[config.mk]
export PLATFORM = sky130hd
export DESIGN_NAME = alu_datapath
export DESIGN_NICKNAME = d
export VERILOG_FILES = /design/src/rtl/alu_datapath.sv
export SDC_FILE = /design/constraint.sdc
export NUM_CORES = 1
export LEC_CHECK = 0
export CORE_MARGIN = 1.5
export CORE_UTILIZATION = 51
export CTS_BUF_LIST = sky130_fd_sc_hd__clkbuf_16
export DETAILED_ROUTE_END_ITERATION = 16
export GPL_TIMING_DRIVEN = 0
export PLACE_DENSITY = 0.78
export SLEW_MARGIN = 20
export SYNTH_ARGS = -nofsm -noshare
export SYNTH_HDL_FRONTEND = slang
export SYNTH_SLANG_ARGS = --single-unit
[constraint.sdc]
create_clock -name clk -period 2.1 [get_ports clk]
set_input_delay 0.42 -clock clk [delete_from_list [all_inputs] [get_ports clk]]
set_output_delay 0.42 -clock clk [all_outputs]
set_load 0.05 [all_outputs]
[src/rtl/alu_datapath.sv]
// A/G operand-result datapath: A loads from BUS on Ain, G captures the ALU result on Gin, G drives out when Gout is high.
// Optional status flags {Z,N,C,V} are built only when ALU_FLAGS_EN is defined; otherwise FLAGS is tied to zero.
module alu_datapath #(
    parameter int WIDTH = 10,
    parameter int SHW   = 4
) (
    input  logic             clk,
    input  logic             rst_n,
    input  logic [WIDTH-1:0] BUS,
    input  logic             Ain,
    input  logic             Gin,
    input  logic             Gout,
    input  logic [3:0]       ALUcont,
    output logic [WIDTH-1:0] G_DATA,
    output logic             G_OE,
    output logic [WIDTH-1:0] A_Q,
    output logic             OP_ERR,
    output logic [3:0]       FLAGS
);

    localparam logic [3:0] OP_ADD = 4'b0010;
    localparam logic [3:0] OP_SUB = 4'b0011;
    localparam logic [3:0] OP_NEG = 4'b0100;
    localparam logic [3:0] OP_NOT = 4'b0101;
    localparam logic [3:0] OP_AND = 4'b0110;
    localparam logic [3:0] OP_OR  = 4'b0111;
    localparam logic [3:0] OP_XOR = 4'b1000;
    localparam logic [3:0] OP_LSL = 4'b1001;
    localparam logic [3:0] OP_LSR = 4'b1010;
    localparam logic [3:0] OP_ASR = 4'b1011;

    // Strobes are single-cycle commands with no handshake: any combination is accepted on any edge.
    logic [WIDTH-1:0] a_q;
    logic [WIDTH-1:0] g_q;
    logic [WIDTH-1:0] res_d;
    logic             op_err_q;
    logic             op_ok;
    logic [SHW-1:0]   sh;

    logic [WIDTH-1:0] add_r;
    logic [WIDTH-1:0] sub_r;
    logic [WIDTH-1:0] shl_r;
    logic [WIDTH-1:0] shr_r;
    logic [WIDTH-1:0] sar_r;

    assign sh    = BUS[SHW-1:0];
    assign op_ok = (ALUcont >= OP_ADD) && (ALUcont <= OP_ASR);

`ifdef ALU_FLAGS_EN
    logic c_add;
    logic brw_sub;
    logic c_shl;
    logic c_shr;
    logic c_sar;

    // One extra bit on the far side of each shift catches the last bit shifted out.
    assign {c_add, add_r}   = {1'b0, a_q} + {1'b0, BUS};
    assign {brw_sub, sub_r} = {1'b0, a_q} - {1'b0, BUS};
    assign {c_shl, shl_r}   = {1'b0, a_q} << sh;
    assign {shr_r, c_shr}   = {a_q, 1'b0} >> sh;
    assign {sar_r, c_sar}   = $signed({a_q, 1'b0}) >>> sh;
`else
    assign add_r = a_q + BUS;
    assign sub_r = a_q - BUS;
    assign shl_r = a_q << sh;
    assign shr_r = a_q >> sh;
    assign sar_r = $signed(a_q) >>> sh;
`endif

    always_comb begin
        res_d = '0;
        case (ALUcont)
            OP_ADD:  res_d = add_r;
            OP_SUB:  res_d = sub_r;
            OP_NEG:  res_d = -BUS;
            OP_NOT:  res_d = ~BUS;
            OP_AND:  res_d = a_q & BUS;
            OP_OR:   res_d = a_q | BUS;
            OP_XOR:  res_d = a_q ^ BUS;
            OP_LSL:  res_d = shl_r;
            OP_LSR:  res_d = shr_r;
            OP_ASR:  res_d = sar_r;
            default: res_d = '0;
        endcase
    end

    always_ff @(posedge clk or negedge rst_n) begin
        if (!rst_n) begin
            a_q <= '0;
        end else if (Ain) begin
            a_q <= BUS;
        end
    end

    // R is built from the pre-edge A, so a same-cycle Ain does not affect the captured result.
    always_ff @(posedge clk or negedge rst_n) begin
        if (!rst_n) begin
            g_q      <= '0;
            op_err_q <= 1'b0;
        end else begin
            op_err_q <= Gin && !op_ok;
            if (Gin && op_ok) begin
                g_q <= res_d;
            end
        end
    end

`ifdef ALU_FLAGS_EN
    logic       c_flag;
    logic       v_flag;
    logic [3:0] flags_d;
    logic [3:0] flags_q;

    always_comb begin
        c_flag = 1'b0;
        v_flag = 1'b0;
        case (ALUcont)
            OP_ADD: begin
                c_flag = c_add;
                v_flag = (a_q[WIDTH-1] == BUS[WIDTH-1]) && (add_r[WIDTH-1] != a_q[WIDTH-1]);
            end
            OP_SUB: begin
                c_flag = !brw_sub;
                v_flag = (a_q[WIDTH-1] != BUS[WIDTH-1]) && (sub_r[WIDTH-1] != a_q[WIDTH-1]);
            end
            OP_NEG:  v_flag = (BUS == {1'b1, {(WIDTH-1){1'b0}}});
            OP_LSL:  c_flag = c_shl;
            OP_LSR:  c_flag = c_shr;
            OP_ASR:  c_flag = c_sar;
            default: begin
                c_flag = 1'b0;
                v_flag = 1'b0;
            end
        endcase
        flags_d = {(res_d == '0), res_d[WIDTH-1], c_flag, v_flag};
    end

    always_ff @(posedge clk or negedge rst_n) begin
        if (!rst_n) begin
            flags_q <= 4'b0000;
        end else if (Gin && op_ok) begin
            flags_q <= flags_d;
        end
    end

    assign FLAGS = flags_q;
`else
    assign FLAGS = 4'b0000;
`endif

    assign G_OE   = Gout;
    assign G_DATA = Gout ? g_q : '0;
    assign A_Q    = a_q;
    assign OP_ERR = op_err_q;

endmodule

==> results.sh <==
export IMPL_port_buffers=39
export IMPL_numCtsBuffers=3
export IMPL_htreeDepth=1
export IMPL_netlist_top_cells_count="47 x nand2_1, 47 x nor2_1, 31 x ha_1, 31 x o21ai_0, 24 x a21oi_1"
export IMPL_grt_pass1_vias=3664
export IMPL_setup_slack_ns=-0.527
export IMPL_n_fill_cell=522
export IMPL_p_leak_nw=1.84
export IMPL_rsz0062_at_grt="yes"
export IMPL_coreArea_sq_um=6310
export IMPL_slew_viol_final=0
export IMPL_max_freq_mhz=381
export IMPL_dieArea_sq_um=6990
export IMPL_die_w_um=83.6
export IMPL_clock_sinks=21
export IMPL_cpMostUsedCell="buf_4"
export IMPL_setup_tns_ns=-3.49
export IMPL_synth_top_cell_by_area="dfrtp_1"
export IMPL_reg2reg_depth=9
export IMPL_initial_core_util_pct=52.5
export IMPL_arrival_ns=2.76
export IMPL_grt_max_degree=22
export IMPL_syn_area_per_cell_sq_um=7.53
export IMPL_slowest_delay_ns=0.33
export IMPL_clk_pin_slew_ns=0.07
export IMPL_multi_input_area_sq_um=2760
export IMPL_p_per_area_nw_per_um2=522
export IMPL_drt_initial_drc_count=520
export IMPL_avgRoutedWirePerCell_um=23.4
export IMPL_outcome="finished with violations"
export IMPL_rr_endpoint="g_q[9]$_DFFE_PN0P_"
export IMPL_routed_wirelength_mm=13.6
export IMPL_min_period_ns=2.63
export IMPL_cp_cell_sequence="buf_8 > buf_6 > nor4b_4 > buf_4 > buf_4 > nor2_1 > ha_1 > o211ai_1 > a21o_1 > a211o_1 > a21oi_1 > and3b_1 > o32a_1"
export IMPL_ys_async_sr_fraction_pct=100
export IMPL_antennaDiodeCount=0
export IMPL_antenna_found_initial=0
export IMPL_worstSetupPathType="input pin to flop"
export IMPL_endpoint_kind="flop"
export IMPL_cp_max_fo=5
export IMPL_holdBufCountCts=0
export IMPL_worstSetupStartpoint="ALUcont[3]"
export IMPL_yosys_warnings=0
export IMPL_place_hpwl_mm=9.83
export IMPL_drive_above_1_share_pct=22.3
export IMPL_seqCellArea_sq_um=528
export IMPL_violations="negative setup slack"
export IMPL_num_io_pins=45
export IMPL_layout_nets=556
export IMPL_tightest_slew_ns=0.844
export IMPL_hold_ws_ns=0.116
export IMPL_rr_startpoint="A_Q[3]$_DFFE_PN0P_"
export IMPL_fin_skew_ns=0.00835
export IMPL_tritoncts="done"
export IMPL_cts_path_max_buffers=2
export IMPL_drc=0
export IMPL_required_ns=2.24
export IMPL_worst_setup_path_start_kind="input pin"
export IMPL_die_h_um=83.6
export IMPL_synth_cell_types=68
export IMPL_hold_viol_final=0
export IMPL_clk_latency_ns=0.26
export IMPL_final_setup_viol_count=9
export IMPL_peakVddDrop_v=0.000480
export IMPL_hp_class="input pin to asynchronous set/reset pin"
export IMPL_clock_root_buffer="clkbuf_16"
export IMPL_finalCritPeriodShare_pct=125
export IMPL_routed_via_count=3925
export IMPL_netlist_area_sq_um=3310
export IMPL_syn_to_final_growth_pct=30.7
export IMPL_synth_top_area_share_pct=15.9
export IMPL_rows=29
export IMPL_ys_seq_elements=21
export IMPL_syn_inst=440
export IMPL_rrSetupSlack_ns=-0.49
export IMPL_grt_pass1_wl_mm=20.9
export IMPL_synth_main_ff_cell="dfrtp_1"
export IMPL_grt_overflow=0
export IMPL_yosysSeqAreaShare_pct=15.9
export IMPL_drv_cap=0
export IMPL_grt_usage_pct=38.5
export IMPL_endpoint="g_q[9]$_DFFE_PN0P_"
export IMPL_ant_nets=0
export IMPL_place_gp_congestion=1.02
export IMPL_synth_edf_count=0
export IMPL_synth_area_leaders="dfrtp_1 16%, ha_1 12%, mux2i_1 6.0%"
export IMPL_vias_per_cell=6.77
export IMPL_slowest_stage="ha_1"
export IMPL_drtPass1Iterations=7
export IMPL_slew_headroom_pct=43.0
how the worst min path moves through the flow:
stage | depth (start not counted) | slack, ns | end | startpoint
final | 1 | 0.12 | A_Q[0]$_DFFE_PN0P_ | rst_n
after global routing | 1 | 0.16 | A_Q[0]$_DFFE_PN0P_ | rst_n
after CTS | 1 | 0.51 | g_q[1]$_DFFE_PN0P_ | g_q[1]$_DFFE_PN0P_
after detailed placement | 1 | 0.49 | g_q[1]$_DFFE_PN0P_ | g_q[1]$_DFFE_PN0P_
after global placement | 1 | 0.48 | g_q[1]$_DFFE_PN0P_ | g_q[1]$_DFFE_PN0P_
after floorplan | 0 | 0.12 | A_Q[0]$_DFFE_PN0P_ | rst_n
where the power goes:
group | leakage [nW] | internal [mW] | switching [mW]
Clock | 0.0409 | 0.257 | 0.169
Combinational | 1.55 | 0.509 | 0.792
Sequential | 0.248 | 0.459 | 0.0733
cell families (layout without fill, tap and decap cells):
logic type	after synthesis	count (layout)	share of synthesized area, %
XOR/XNOR	14	14	3.70
adder cells (fa/ha/maj)	33	33	12.9
buffers and inverters	55	115	8.01
flip-flops	21	21	15.9
other	1	4	0.113
AND/OR/NAND/NOR	164	164	24.7
multiplexers	25	25	9.10
AO/OA/AOI/OAI	127	127	25.6
registers in the layout (all words and copies together) (netlist names):
| name | count |
|---|---|
| OP_ERR | 1 |
| A_Q | 10 |
| g_q | 10 |
area by class of cell:
type,instances,area share [%]
plain buffers,27,4.68
clock buffers,3,1.73
clock inverters,1,0.116
inverters,26,2.60
multi-input cells,367,63.8
flip-flops and latches,21,12.2
well taps,77,2.23
repair buffers,58,12.6
stage by stage:
step	utilization (%)	area [sq um]	instances	setup slack, ns	power, mW
finish	68.5	4330	580	-0.527	2.26
global route	68.5	4330	580	-0.588	2.36
CTS	67.4	4260	575	-0.456	2.18
detailed placement	60.7	3830	559	-1.75	1.66
global placement	60.7	3830	559	-1.81	1.63
floorplan	-	3350	443	-0.561	1.30
cells in the final DEF (no fill, tap or decap), types with 5 or more instances in the layout:
cell,netlist,routed
nor3_1,11,10
o22ai_1,5,5
xnor2_1,9,8
buf_6,3,7
or3_1,5,5
nand3_1,9,9
o21ai_0,31,27
nor2_1,47,46
xor2_1,5,5
dfrtp_1,21,19
a22oi_1,6,5
mux2i_1,20,19
clkdlybuf4s50_1,0,13
nand2b_1,9,8
buf_2,8,6
dlygate4sd2_1,0,5
ha_4,0,5
a21oi_2,1,6
clkbuf_1,10,7
and2_1,11,11
o211ai_1,6,6
clkdlybuf4s15_2,0,12
inv_1,23,19
a21oi_1,24,18
a31oi_1,9,9
buf_4,7,28
ha_1,31,26
nand2_1,47,46
critical path: cells and delay by family:
kind                     cells  cell delay (ns)
buffers and inverters        4             0.51
AND/OR/NAND/NOR              3             0.51
AO/OA/AOI/OAI                5             1.00
adder cells (fa/ha/maj)      1             0.33
per-layer routing:
layer,up-vias,track usage (%),routed length [um]
met5,-,0,0
met1,1875,53.4,5450
met2,280,61.3,6150
met4,0,13.1,512
met3,47,5.54,1460
li1,1723,-,-
timing repair:
item | CTS | global route
hold endpoints to repair | 0 | 0
buffers inserted | 14 | 5
gates resized for setup | 114 | 12
setup endpoints to repair | 22 | 21
gates cloned | 0 | 0
pin swaps | 28 | 12
Note: power is estimated with default switching activity, not from simulation.
